**config.mk**
```make
export PLATFORM = sky130hd
export DESIGN_NAME = wb_select
export DESIGN_NICKNAME = d
export VERILOG_FILES = /design/src/rtl/wb_pkg.sv /design/src/rtl/edge_sync.sv /design/src/rtl/wb_select.sv
export SDC_FILE = /design/constraint.sdc
export NUM_CORES = 1
export LEC_CHECK = 0
export ABC_AREA = 1
export ABC_CLOCK_PERIOD_IN_PS = 1700
export CAP_MARGIN = 0
export CORE_ASPECT_RATIO = 0.6
export CORE_UTILIZATION = 39
export CTS_CLUSTER_DIAMETER = 150
export DETAILED_ROUTE_END_ITERATION = 16
export PLACE_DENSITY = 0.79
export SLEW_MARGIN = 5
export SYNTH_ARGS = -nofsm -noshare
export SYNTH_HDL_FRONTEND = slang
export SYNTH_SLANG_ARGS = --single-unit
```
**constraint.sdc**
```tcl
create_clock -name clk -period 1.7 [get_ports clk]
set_input_delay 0.34 -clock clk [delete_from_list [all_inputs] [get_ports clk]]
set_output_delay 0.34 -clock clk [all_outputs]
set_load 0.03 [all_outputs]
```
**src/rtl/wb_pkg.sv**
```systemverilog
// Shared constants for the write-back source selector: source-select codes and FSM states.
package wb_pkg;

  localparam logic [1:0] SEL_ALU = 2'd0;
  localparam logic [1:0] SEL_SW  = 2'd1;
  localparam logic [1:0] SEL_IMM = 2'd2;
  localparam logic [1:0] SEL_MEM = 2'd3;

  typedef enum logic [1:0] {
    IDLE     = 2'd0,
    WAIT_SW  = 2'd1,
    WAIT_MEM = 2'd2
  } state_t;

endpackage

```
**src/rtl/edge_sync.sv**
```systemverilog
// Rising-edge detector for a level input, with an optional 2-flop synchroniser
// in front of it when WB_SW_SYNC_EN is defined.
module edge_sync (
  input  logic clk,
  input  logic rst_n,
  input  logic din,
  output logic rise
);

  logic level_s;
  logic prev_r;

`ifdef WB_SW_SYNC_EN
  logic [1:0] sync_r;

  // Two-stage synchroniser for the asynchronous pin
  always_ff @(posedge clk) begin
    if (!rst_n) begin
      sync_r <= 2'b00;
    end else begin
      sync_r <= {sync_r[0], din};
    end
  end

  assign level_s = sync_r[1];
`else
  assign level_s = din;
`endif

  // History of the previous sample, updated every cycle regardless of FSM state
  always_ff @(posedge clk) begin
    if (!rst_n) begin
      prev_r <= 1'b0;
    end else begin
      prev_r <= level_s;
    end
  end

  assign rise = level_s & ~prev_r;

endmodule

```
**src/rtl/wb_select.sv**
```systemverilog
// Write-back source selector: picks ALU, switch, immediate or memory data and
// emits a one-cycle wb_valid on completion. WB_SW_SYNC_EN adds switch synchronisers.
module wb_select
  import wb_pkg::*;
#(
  parameter int DATA_W = 10,
  parameter int IMM_W  = 4
) (
  input  logic              clk,
  input  logic              rst_n,
  input  logic              req_valid,
  input  logic [1:0]        req_sel,
  input  logic [DATA_W-1:0] alu_data,
  input  logic [DATA_W-1:0] sw_data,
  input  logic              sw_enter,
  input  logic [IMM_W-1:0]  imm_data,
  input  logic [DATA_W-1:0] mem_data,
  input  logic              mem_valid,
  output logic              req_ready,
  output logic              wb_valid,
  output logic [DATA_W-1:0] wb_data,
  output logic              busy
);

  state_t              state_r;
  state_t              next_state_s;
  logic                load_s;
  logic [DATA_W-1:0]   load_val_s;
  logic [DATA_W-1:0]   imm_ext_s;
  logic [DATA_W-1:0]   sw_use_s;
  logic                enter_rise_s;
  logic                wb_valid_r;
  logic [DATA_W-1:0]   wb_data_r;

`ifdef WB_SW_SYNC_EN
  logic [DATA_W-1:0] sw_meta_r;
  logic [DATA_W-1:0] sw_sync_r;

  // Switch data follows the same two-flop path as sw_enter so both line up
  always_ff @(posedge clk) begin
    if (!rst_n) begin
      sw_meta_r <= '0;
      sw_sync_r <= '0;
    end else begin
      sw_meta_r <= sw_data;
      sw_sync_r <= sw_meta_r;
    end
  end

  assign sw_use_s = sw_sync_r;
`else
  assign sw_use_s = sw_data;
`endif

  edge_sync u_enter_sync (
    .clk   (clk),
    .rst_n (rst_n),
    .din   (sw_enter),
    .rise  (enter_rise_s)
  );

  // Zero-extend the immediate field to the write-back width
  always_comb begin
    imm_ext_s = '0;
    imm_ext_s[IMM_W-1:0] = imm_data;
  end

  // Next-state and write-back load selection
  always_comb begin
    next_state_s = state_r;
    load_s       = 1'b0;
    load_val_s   = alu_data;
    case (state_r)
      IDLE: begin
        if (req_valid) begin
          case (req_sel)
            SEL_ALU: begin
              load_s     = 1'b1;
              load_val_s = alu_data;
            end
            SEL_IMM: begin
              load_s     = 1'b1;
              load_val_s = imm_ext_s;
            end
            SEL_SW:  next_state_s = WAIT_SW;
            SEL_MEM: next_state_s = WAIT_MEM;
            default: next_state_s = IDLE;
          endcase
        end else begin
          next_state_s = IDLE;
        end
      end
      WAIT_SW: begin
        if (enter_rise_s) begin
          load_s       = 1'b1;
          load_val_s   = sw_use_s;
          next_state_s = IDLE;
        end else begin
          next_state_s = WAIT_SW;
        end
      end
      WAIT_MEM: begin
        if (mem_valid) begin
          load_s       = 1'b1;
          load_val_s   = mem_data;
          next_state_s = IDLE;
        end else begin
          next_state_s = WAIT_MEM;
        end
      end
      default: next_state_s = IDLE;
    endcase
  end

  // State and registered write-back outputs
  always_ff @(posedge clk) begin
    if (!rst_n) begin
      state_r    <= IDLE;
      wb_valid_r <= 1'b0;
      wb_data_r  <= '0;
    end else begin
      state_r    <= next_state_s;
      wb_valid_r <= load_s;
      if (load_s) begin
        wb_data_r <= load_val_s;
      end
    end
  end

  assign req_ready = (state_r == IDLE);
  assign busy      = (state_r == WAIT_SW) || (state_r == WAIT_MEM);
  assign wb_valid  = wb_valid_r;
  assign wb_data   = wb_data_r;

endmodule

```
==> flow_summary.yaml, run 1 <==
status:
  status: "finished, final reports clean"
timing:
  rsz0062_at_grt: "no"
  timing.fmax_mhz: 613
  drv_slew: 0
  finalHoldViolCount: 0
  setup_violations: 0
  finClkSkew_ps: 1.23
  whs_ps: 512
  setup_ws_ps: 69.8
  tightest_slew_ps: 461
  slew_headroom_pct: 69.1
  fin_setup_tns_ps: 0
  period_needed_ps: 1630
  final.period_utilization_pct: 95.9
floorplan:
  die_y_um: 41.8
  start_util_pct: 41.2
  die_area_sq_um: 2860
  row_count: 14
  die_x_um: 68.4
  pin_count: 54
  core_area_sq_um: 2500
synthesis:
  synth_cells: 169
  synth_edf_count: 0
  ys_top_cells_by_area: "dfxtp_1 (27%), nand2_1 (25%), a21oi_2 (8.5%)"
  async_flop_share_pct: 0
  yosys_register_bits: 14
  yosysTopAreaCell: "dfxtp_1"
  synth_nets: 214
  yosysSeqAreaShare_pct: 27.2
  syn_area_per_cell_sq_um: 6.10
  synth_common_cells: "nand2_1 (68), inv_1 (23), nor2_1 (15)"
  yosys.cell_count.top_type: "nand2_1"
  ys_warn_count: 0
  synthesis.area_sq_um: 1030
  yosysTopAreaCellShare_pct: 27.2
  synth_cell_types: 20
  synth_flop_cell: "dfxtp_1"
global_routing:
  grtUsageMet3_pct: 5.77
  grt-ovfl-total: 0
  grt_pass1_vias: 1116
  top_usage_layer: "met2"
  met2_usage_pct: 36.3
  grt_first_pass_wirelength_um: 4870
  antenna_found_initial: 0
  grt_use_met1_pct: 31.6
  grt_max_degree: 22
  grt_usage_pct: 23.3
drt:
  dr.first_iter.drc_count: 42
  firstDrtPassIters: 4
  drt_wl_total_um: 2970
  drc: 0
  vias_per_cell: 4.58
  vias: 1186
  wl_per_cell_um: 11.5
  ant_nets: 0
clocking:
  cts_sinks: 14
  cts_tree: "built"
  htreeDepth: 1
  postCtsSetupBuffers: 0
  clk_path_buf_depth: 2
  clk_latency_ps: 240
  cts_resized: 1
  hold_buffers: 0
  path_clk_slew_ps: 60
  cts_made_buffers: 3
  cts.root.buffer_cell: "clkbuf_8"
cells_and_area:
  fin_cells: 259
  antennaDiodeCount: 0
  stdcell_area_sq_um: 1660
  fill_cells: 217
  final_nets: 274
  finish.utilization_pct: 66.2
  area_growth_syn_to_layout_pct: 60.8
  drive_gt1_share_pct: 13.2
pwr:
  ir_drop_v: 0.000376
  power_mw: 1.13
  power_leakage_nw: 0.800
  power_density_nw_per_um2: 683
setup_path:
  critPathRequiredTime_ps: 1360
  crit_fanout: 4
  crit_type: "register to primary output"
  endpoint_kind: "primary output"
  arrival_ps: 1290
  startpoint_type: "register"
placement:
  io_buffers: 53
  place_inst: 256
  placed_cell_area_sq_um: 1610
  gp_congestion: 0.804
  dpl_worst_slack_ps: -111
  post-dp-hpwl_um: 2310
job:
  maxCapViolCount: 0
worst_hold_path:
  hold_path_class: "register to register"
-- power by group --
part | switching [mW] | internal (mW) | total, mW | leakage (nW)
logic | 0.260 | 0.219 | 0.479 | 0.663
clock network | 0.112 | 0.157 | 0.269 | 0.0216
registers | 0.0214 | 0.363 | 0.385 | 0.115
total | 0.393 | 0.739 | 1.13 | 0.800
-- placed cells by master (no fill, tap or decap), drive strengths merged --
cell,count
a21oi,15
buf,7
clkbuf,3
clkdlybuf4s50,51
clkinvlp,1
dfxtp,14
dlygate4sd2,1
ha,4
inv,24
nand2,70
nand3,15
nand4,3
nor2,18
o21ai,1
-- path summary, 6_finish.rpt --
check,startpoint,to,slack [ps],cells after the start
worst max-delay path,state_r[1]$_SDFFE_PN0P_,req_ready,70,3
worst min-delay path,state_r[1]$_SDFFE_PN0P_,state_r[1]$_SDFFE_PN0P_,510,2
worst max register to register,state_r[1]$_SDFFE_PN0P_,wb_data[1]$_SDFFE_PN0P_,160,9
worst min register to register,state_r[1]$_SDFFE_PN0P_,state_r[1]$_SDFFE_PN0P_,510,2
-- flip-flops by register name, indices dropped and copies added, names as in the netlist --
| register | count |
|---|---|
| wb_data | 10 |
| state_r | 2 |
| u_enter_sync.prev_r | 1 |
| wb_valid | 1 |
-- logic make-up after synthesis --
kind of cell / Yosys count / synth area share, %
AO/OA/AOI/OAI: 16 / 11.4
flip-flops: 14 / 27.2
AND/OR/NAND/NOR: 106 / 43.8
adder cells (fa/ha/maj): 4 / 4.85
buffers and inverters: 29 / 12.7
-- critical path, cell delays in order, from the launching register on --
cell           delay [ps]
dfxtp_1               330
inv_1                  90
ha_1                  190
dlygate4sd2_1         430
-- area by class of cell --
| type | instances | area [sq um] | share of cell area, % |
|---|---|---|---|
| inverters | 25 | 97.6 | 5.89 |
| repair buffers | 59 | 572 | 34.5 |
| multi-input cells | 126 | 627 | 37.8 |
| clock buffers | 3 | 41.3 | 2.49 |
| well taps | 32 | 40.0 | 2.42 |
| flip-flops and latches | 14 | 280 | 16.9 |
-- per-layer routing --
metal / up-vias / part of all wire (%)
met5: - / 0
met4: 0 / 0.91
met3: 4 / 5.1
met2: 34 / 45
met1: 510 / 49
li1: 638 / -
No activity file was read; power rests on OpenSTA's default activity.
==> run 2, diff against run 1 <==
--- a/config.mk
+++ b/config.mk
@@ -9,11 +9,12 @@
 export ABC_CLOCK_PERIOD_IN_PS = 1700
 export CAP_MARGIN = 0
 export CORE_ASPECT_RATIO = 0.6
-export CORE_UTILIZATION = 39
+export CORE_UTILIZATION = 38
 export CTS_CLUSTER_DIAMETER = 150
 export DETAILED_ROUTE_END_ITERATION = 16
 export PLACE_DENSITY = 0.79
 export SLEW_MARGIN = 5
 export SYNTH_ARGS = -nofsm -noshare
 export SYNTH_HDL_FRONTEND = slang
+export SYNTH_HIERARCHICAL = 1
 export SYNTH_SLANG_ARGS = --single-unit
==> run 2 against run 1 <==
Compared with the run above:
- non-clock buffer count increased by 5
- sequential share of layout area up 0.13 points
- worst hold slack lost 7.6 ps
- critical path depth is 2 lower
- final cell count fell by 1.2%
- synthesized cell count down 4.1%
- critical path type unchanged
- largest cell class unchanged
==> flow_summary.yaml, run 2 <==
floorplan:
  die_area_sq_um: 2770
  core_area_sq_um: 2290
  row_count: 13
  start_util_pct: 42.4
  die_y_um: 41.2
  die_x_um: 67.3
  pin_count: 54
timing:
  final.period_utilization_pct: 95.2
  finClkSkew_ps: 0.974
  drv_slew: 0
  setup_ws_ps: 81.1
  tightest_slew_ps: 425
  setup_violations: 0
  timing.fmax_mhz: 618
  period_needed_ps: 1620
  whs_ps: 504
  rsz0062_at_grt: "no"
  finalHoldViolCount: 0
  slew_headroom_pct: 71.6
synthesis:
  synth_flop_cell: "dfxtp_1"
  async_flop_share_pct: 0
  ys_warn_count: 6
  synth_common_cells: "nand2_1 (50), nor2_1 (28), inv_1 (18), nand3_1 (18), dfxtp_1 (14)"
  synthesis.area_sq_um: 973
  ys_top_cells_by_area: "dfxtp_1 (29%), nand2_1 (19%), nor2_1 (11%)"
  yosys.cell_count.top_type: "nand2_1"
  yosys_register_bits: 14
  synth_cell_types: 16
  yosysTopAreaCell: "dfxtp_1"
  syn_area_per_cell_sq_um: 6.01
  yosysSeqAreaShare_pct: 28.8
  synth_edf_count: 0
  synth_nets: 207
  yosysTopAreaCellShare_pct: 28.8
  synth_cells: 162
drt:
  wl_per_cell_um: 12.1
  vias: 1216
  dr.first_iter.drc_count: 33
  drt_wl_total_um: 3090
  vias_per_cell: 4.75
  firstDrtPassIters: 4
  ant_nets: 0
  drc: 0
cells_and_area:
  area_growth_syn_to_layout_pct: 70.6
  drive_gt1_share_pct: 11.5
  finish.utilization_pct: 72.4
  fill_cells: 176
  final_common_cell: "clkdlybuf4s50_1"
  stdcell_area_sq_um: 1660
  largest_reg_flops: 10
  final_nets: 272
  antennaDiodeCount: 0
  final_cell_mix: "clkdlybuf4s50_1 (51), nand2_1 (50), nor2_1 (28), inv_1 (18), nand3_1 (18)"
clocking:
  cts_made_buffers: 3
  cts_tree: "built"
  cts.root.buffer_cell: "clkbuf_8"
  clk_latency_ps: 250
  clk_path_buf_depth: 2
  postCtsSetupBuffers: 0
  htreeDepth: 1
  path_clk_slew_ps: 60
  cts_sinks: 14
pwr:
  power_leakage_nw: 0.768
  power_density_nw_per_um2: 711
  ir_drop_v: 0.000577
setup_path:
  cp_cell_sequence: "clkdlybuf4s50_1"
  startpoint_type: "register"
  r2r_setup_slack_ps: 160
  slowest_stage: "clkdlybuf4s50_1"
  critPathRequiredTime_ps: 1360
  r2r_start: "state_r[1]$_SDFFE_PN0P_"
  crit_fanout: 2
  ff2ff_path_depth: 9
  crit_family: "buffers and inverters"
  crit_type: "register to primary output"
  critical_path.max_stage_delay_ps: 690
  r2r-end: "wb_data[6]$_SDFFE_PN0P_"
  cp.depth: 1
  endpoint_kind: "primary output"
  cp.buffers_inverters: 1
  arrival_ps: 1280
global_routing:
  grt_max_degree: 13
  antenna_found_initial: 0
  grt_usage_pct: 23.6
  grt-ovfl-total: 0
  grt_pass1_vias: 1045
  grt_first_pass_wirelength_um: 4570
placement:
  dpl_worst_slack_ps: -174
  placed_cell_area_sq_um: 1590
  post-dp-hpwl_um: 2310
  io_buffers: 53
  gp_congestion: 0.847
worst_hold_path:
  hold_path_class: "register to register"
  hold_depth: 2
  hold_path_startpoint: "state_r[0]$_SDFFE_PN0P_"
  min_to: "state_r[0]$_SDFFE_PN0P_"
job:
  maxCapViolCount: 0
status:
  status: "finished, final reports clean"
## run 2: cell count changes in the layout (fill, tap and decap cells not counted), sizes merged
cell	before	now
a21boi	0	8
a21oi	15	4
buf	7	13
clkbuf	3	4
clkinvlp	1	0
dlygate4sd2	1	0
inv	24	18
nand2	70	51
nand3	15	18
nand4	3	0
nor2	18	32
o21ai	1	9
## run 2: logic make-up (layout without fill, tap and decap cells)
kind of cell | Yosys count | after routing | synth area share, %
fa+ha+maj | 4 | 4 | 5.14
flops | 14 | 14 | 28.8
compound gates | 21 | 21 | 12.9
buf+inv | 22 | 86 | 9.64
simple gates | 101 | 101 | 43.6
## run 2: through the flow
stage          TNS (ps)  power, mW  cells
5_1_grt               0       1.25    256
6_report              0       1.18    256
4_1_cts               0       1.18    256
3_5_place_dp      -1480      0.836    252
3_3_place_gp       -982      0.829    252
2_1_floorplan         0      0.617    162
## run 2: worst max-delay path by stage
stage | from | end | slack (ps)
floorplan | state_r[0]$_SDFFE_PN0P_ | wb_data[7]$_SDFFE_PN0P_ | 40
global placement | sw_enter | wb_data[6]$_SDFFE_PN0P_ | -120
detailed placement | sw_enter | wb_data[6]$_SDFFE_PN0P_ | -170
CTS | state_r[1]$_SDFFE_PN0P_ | wb_data[6]$_SDFFE_PN0P_ | 50
global route | sw_enter | wb_data[6]$_SDFFE_PN0P_ | 20
finish | wb_data[6]$_SDFFE_PN0P_ | wb_data[6] | 80
## run 2: final cells by class
type / count / area (sq um) / area share (%)
Multi-Input combinational cell: 126 / 609 / 36.7
Timing Repair Buffer: 64 / 608 / 36.6
Sequential cell: 14 / 283 / 17.0
Inverter: 18 / 67.6 / 4.07
Clock buffer: 4 / 55.1 / 3.32
Tap cell: 30 / 37.5 / 2.26
## run 2: repair_timing
action | in CTS | in global routing
hold buffers | 0 | 0
endpoints found under the setup margin | 0 | 7
resized for setup | 0 | 5
## run 2: power breakdown
group	internal, mW	switching [mW]
clock	0.206	0.137
sequential	0.363	0.0190
combinational	0.221	0.235
## run 2: layer usage
layer  track usage [%]  routed length, um  vias up
li1                  -                  -      634
met1              30.8               1550      527
met2              40.0               1290       52
met3              6.67                246        3
met4              3.19                 11        0
met5                 0                  0        -
## run 2: tightest hold or removal path, stage by stage (launching register included)
cell and delay, ps:
dfxtp_2 340, nand2_1 60, a21oi_1 60
==> run 3, diff against run 2 <==
--- a/config.mk
+++ b/config.mk
@@ -7,7 +7,7 @@
 export LEC_CHECK = 0
 export ABC_AREA = 1
 export ABC_CLOCK_PERIOD_IN_PS = 1700
-export CAP_MARGIN = 0
+export CAP_MARGIN = 5
 export CORE_ASPECT_RATIO = 0.6
 export CORE_UTILIZATION = 38
 export CTS_CLUSTER_DIAMETER = 150
==> results of run 3 <==
Final layout, timing and power as in run 2 (identical DEF).
==> RTL edit (flow settings as in run 3) <==
Change the parameter `DATA_W` from 10 to 5.
--- a/src/rtl/wb_select.sv
+++ b/src/rtl/wb_select.sv
@@ -3,7 +3,7 @@
 module wb_select
   import wb_pkg::*;
 #(
-  parameter int DATA_W = 10,
+  parameter int DATA_W = 5,
   parameter int IMM_W  = 4
 ) (
   input  logic              clk,
Ports: changed (resized alu_data, mem_data, sw_data and wb_data); port bits go from 54 to 34. The function was not compared with the original's and may differ.
==> RTL edit against run 3 <==
Fmax is 0.65% lower; total power shrank 39%; synthesized area fell by 22%; sequential cell count down 5; clock power shrank 51%; utilization down 10 points; final area decreased by 31%; worst setup slack worse by 0.011 ns; routed wire length decreased by 36%.
==> RTL edit: results (changes against run 3) <==
[run_status]
status=finished, final reports clean  ; unchanged

[yosys]
synth_nets=161  ; was 207
synthTopCellsByCount=nand2_1 (46), inv_1 (25), nor2_1 (13), nand3_1 (12), dfxtp_1 (9)  ; was nand2_1 (50), nor2_1 (28), inv_1 (18), nand3_1 (18), dfxtp_1 (14)
synth-async-reset-ratio=0  ; unchanged
synth-warning-count=6  ; unchanged
avgSynthCellArea_um2=5.78  ; was 6.01 um^2
synth_ff_type=dfxtp_1  ; unchanged
ys_seq_area_frac=0.238  ; was 0.288
synth_area_leaders=dfxtp_1 (24%), nand2_1 (23%), inv_1 (12%)  ; was dfxtp_1 (29%), nand2_1 (19%), nor2_1 (11%)
synth_cell_types=16  ; unchanged

[final_layout]
drive_above_1_share=0.100  ; was 0.115
antenna_cells=0  ; unchanged
largest_register_ffs=5  ; was 10
finalNonFillerCells=198  ; was 256

[clocking]
clk_latency_ns=0.26
clockBufferDepth=2  ; unchanged
cts_setup_buffers=0  ; unchanged
cts.clk_slew.worst_paths_ns=0.06  ; about the same
cts_buffers=3  ; unchanged
cts_resized=0  ; unchanged
cts_root_buffer=clkbuf_4  ; was clkbuf_8
htreeDepth=1  ; unchanged

[worst_hold_path]
hold_path.class=flip-flop to flip-flop  ; unchanged

[drt]
drtPass1Iterations=4  ; unchanged
drt-total-wl_mm=1.98  ; was 3.09 mm
drt-met1-wl_um=873  ; was 1.55 mm
highest_layer=met4  ; unchanged
drtIter0Drc=51  ; was 33
vias=895  ; was 1216
dr_wl_met3_um=226  ; was 246 um
wl_met2_um=864  ; was 1.29 mm

[pwr]
p_int_uw=465  ; was 791 uW
worst_ir_drop_vdd_mv=0.317  ; was 0.577 mV
leakage_nw=0.575  ; was 0.768 nW

[setup_path]
critPathSlowestCell=clkdlybuf4s50_1  ; unchanged
crit_family=buffers and inverters  ; unchanged
critPathMaxStageDelay_ns=0.68
crit_arrival_ns=1.29
critPathMaxFanout=2  ; unchanged

[global_route]
grt_max_degree=9  ; was 13
antenna_found_initial=0  ; unchanged
grt_pass1_wl_mm=3.28  ; was 4.57 mm
grt_usage=0.207  ; was 0.236
grt_pass1_vias=805  ; was 1045

[timing]
max_slew_margin=0.791  ; was 0.716
finalClockSkew_ns=0.000797  ; was 0.000974 ns
setup_viol=0  ; unchanged

[placement]
place_inst=194  ; was 252
port_buffers=33  ; was 53
place_congestion=0.893  ; was 0.847
dp_hpwl_mm=1.62  ; was 2.31 mm
dpl_cell_area_um2=1120  ; was 1590 um^2

-- RTL edit: cell count changes after synthesis, sizes merged, moves of 4 or more --
cell / change
nand2: -4
a21boi: -8
nor2: -15
inv: +8
dfxtp: -5
nand3: -5
-- RTL edit: metrics by stage --
step	hold WS (ns)	total power, mW	TNS [ns]	worst slack [ns]	util
after floorplan	0.433	0.423	0	0.134	-
after global placement	0.496	0.546	0	0.0729	0.604
after detailed placement	0.514	0.554	-0.0110	-0.0110	0.604
after CTS	0.523	0.725	0	0.0330	0.618
after global routing	0.510	0.762	0	0.0201	0.619
final	0.495	0.721	0	0.0705	0.619
-- RTL edit: cell type report --
class,count,area (um^2)
fill,195,709
multi-input combinational,94,457
timing repair buffer,37,355
sequential,9,181
inverter,26,97.6
tap,28,35.0
clock buffer,4,26.3
-- RTL edit: final timing paths --
path              slack (ns)  cells past startpoint                 endpoint               startpoint
hold reg to reg         0.49                      2  state_r[0]$_SDFFE_PN0P_  state_r[0]$_SDFFE_PN0P_
setup reg to reg        0.19                      8  wb_data[4]$_SDFFE_PN0P_  state_r[0]$_SDFFE_PN0P_
hold / removal          0.49                      2  state_r[0]$_SDFFE_PN0P_  state_r[0]$_SDFFE_PN0P_
setup / recovery        0.07                      1               wb_data[2]  wb_data[2]$_SDFFE_PN0P_
-- RTL edit: cell families after synthesis --
family | count (synthesis) | share of synthesized area
fa+ha+maj | 4 | 0.0661
compound gates | 13 | 0.0859
flops | 9 | 0.238
buf+inv | 28 | 0.159
simple gates | 77 | 0.451
-- RTL edit: power by group through the flow --
stage,combinational [mW],sequential [mW],clock [mW]
after global routing,0.336,0.246,0.180
after CTS,0.307,0.244,0.174
after detailed placement,0.306,0.248,0
after floorplan,0.145,0.278,0
after global placement,0.299,0.247,0
final,0.308,0.244,0.169
-- RTL edit: metal layers --
layer  vias to the layer above  global-route usage
met1                       373               0.268
met4                         0              0.0349
li1                        471                   -
met5                         -                   0
met2                        49               0.337
met3                         2              0.0745
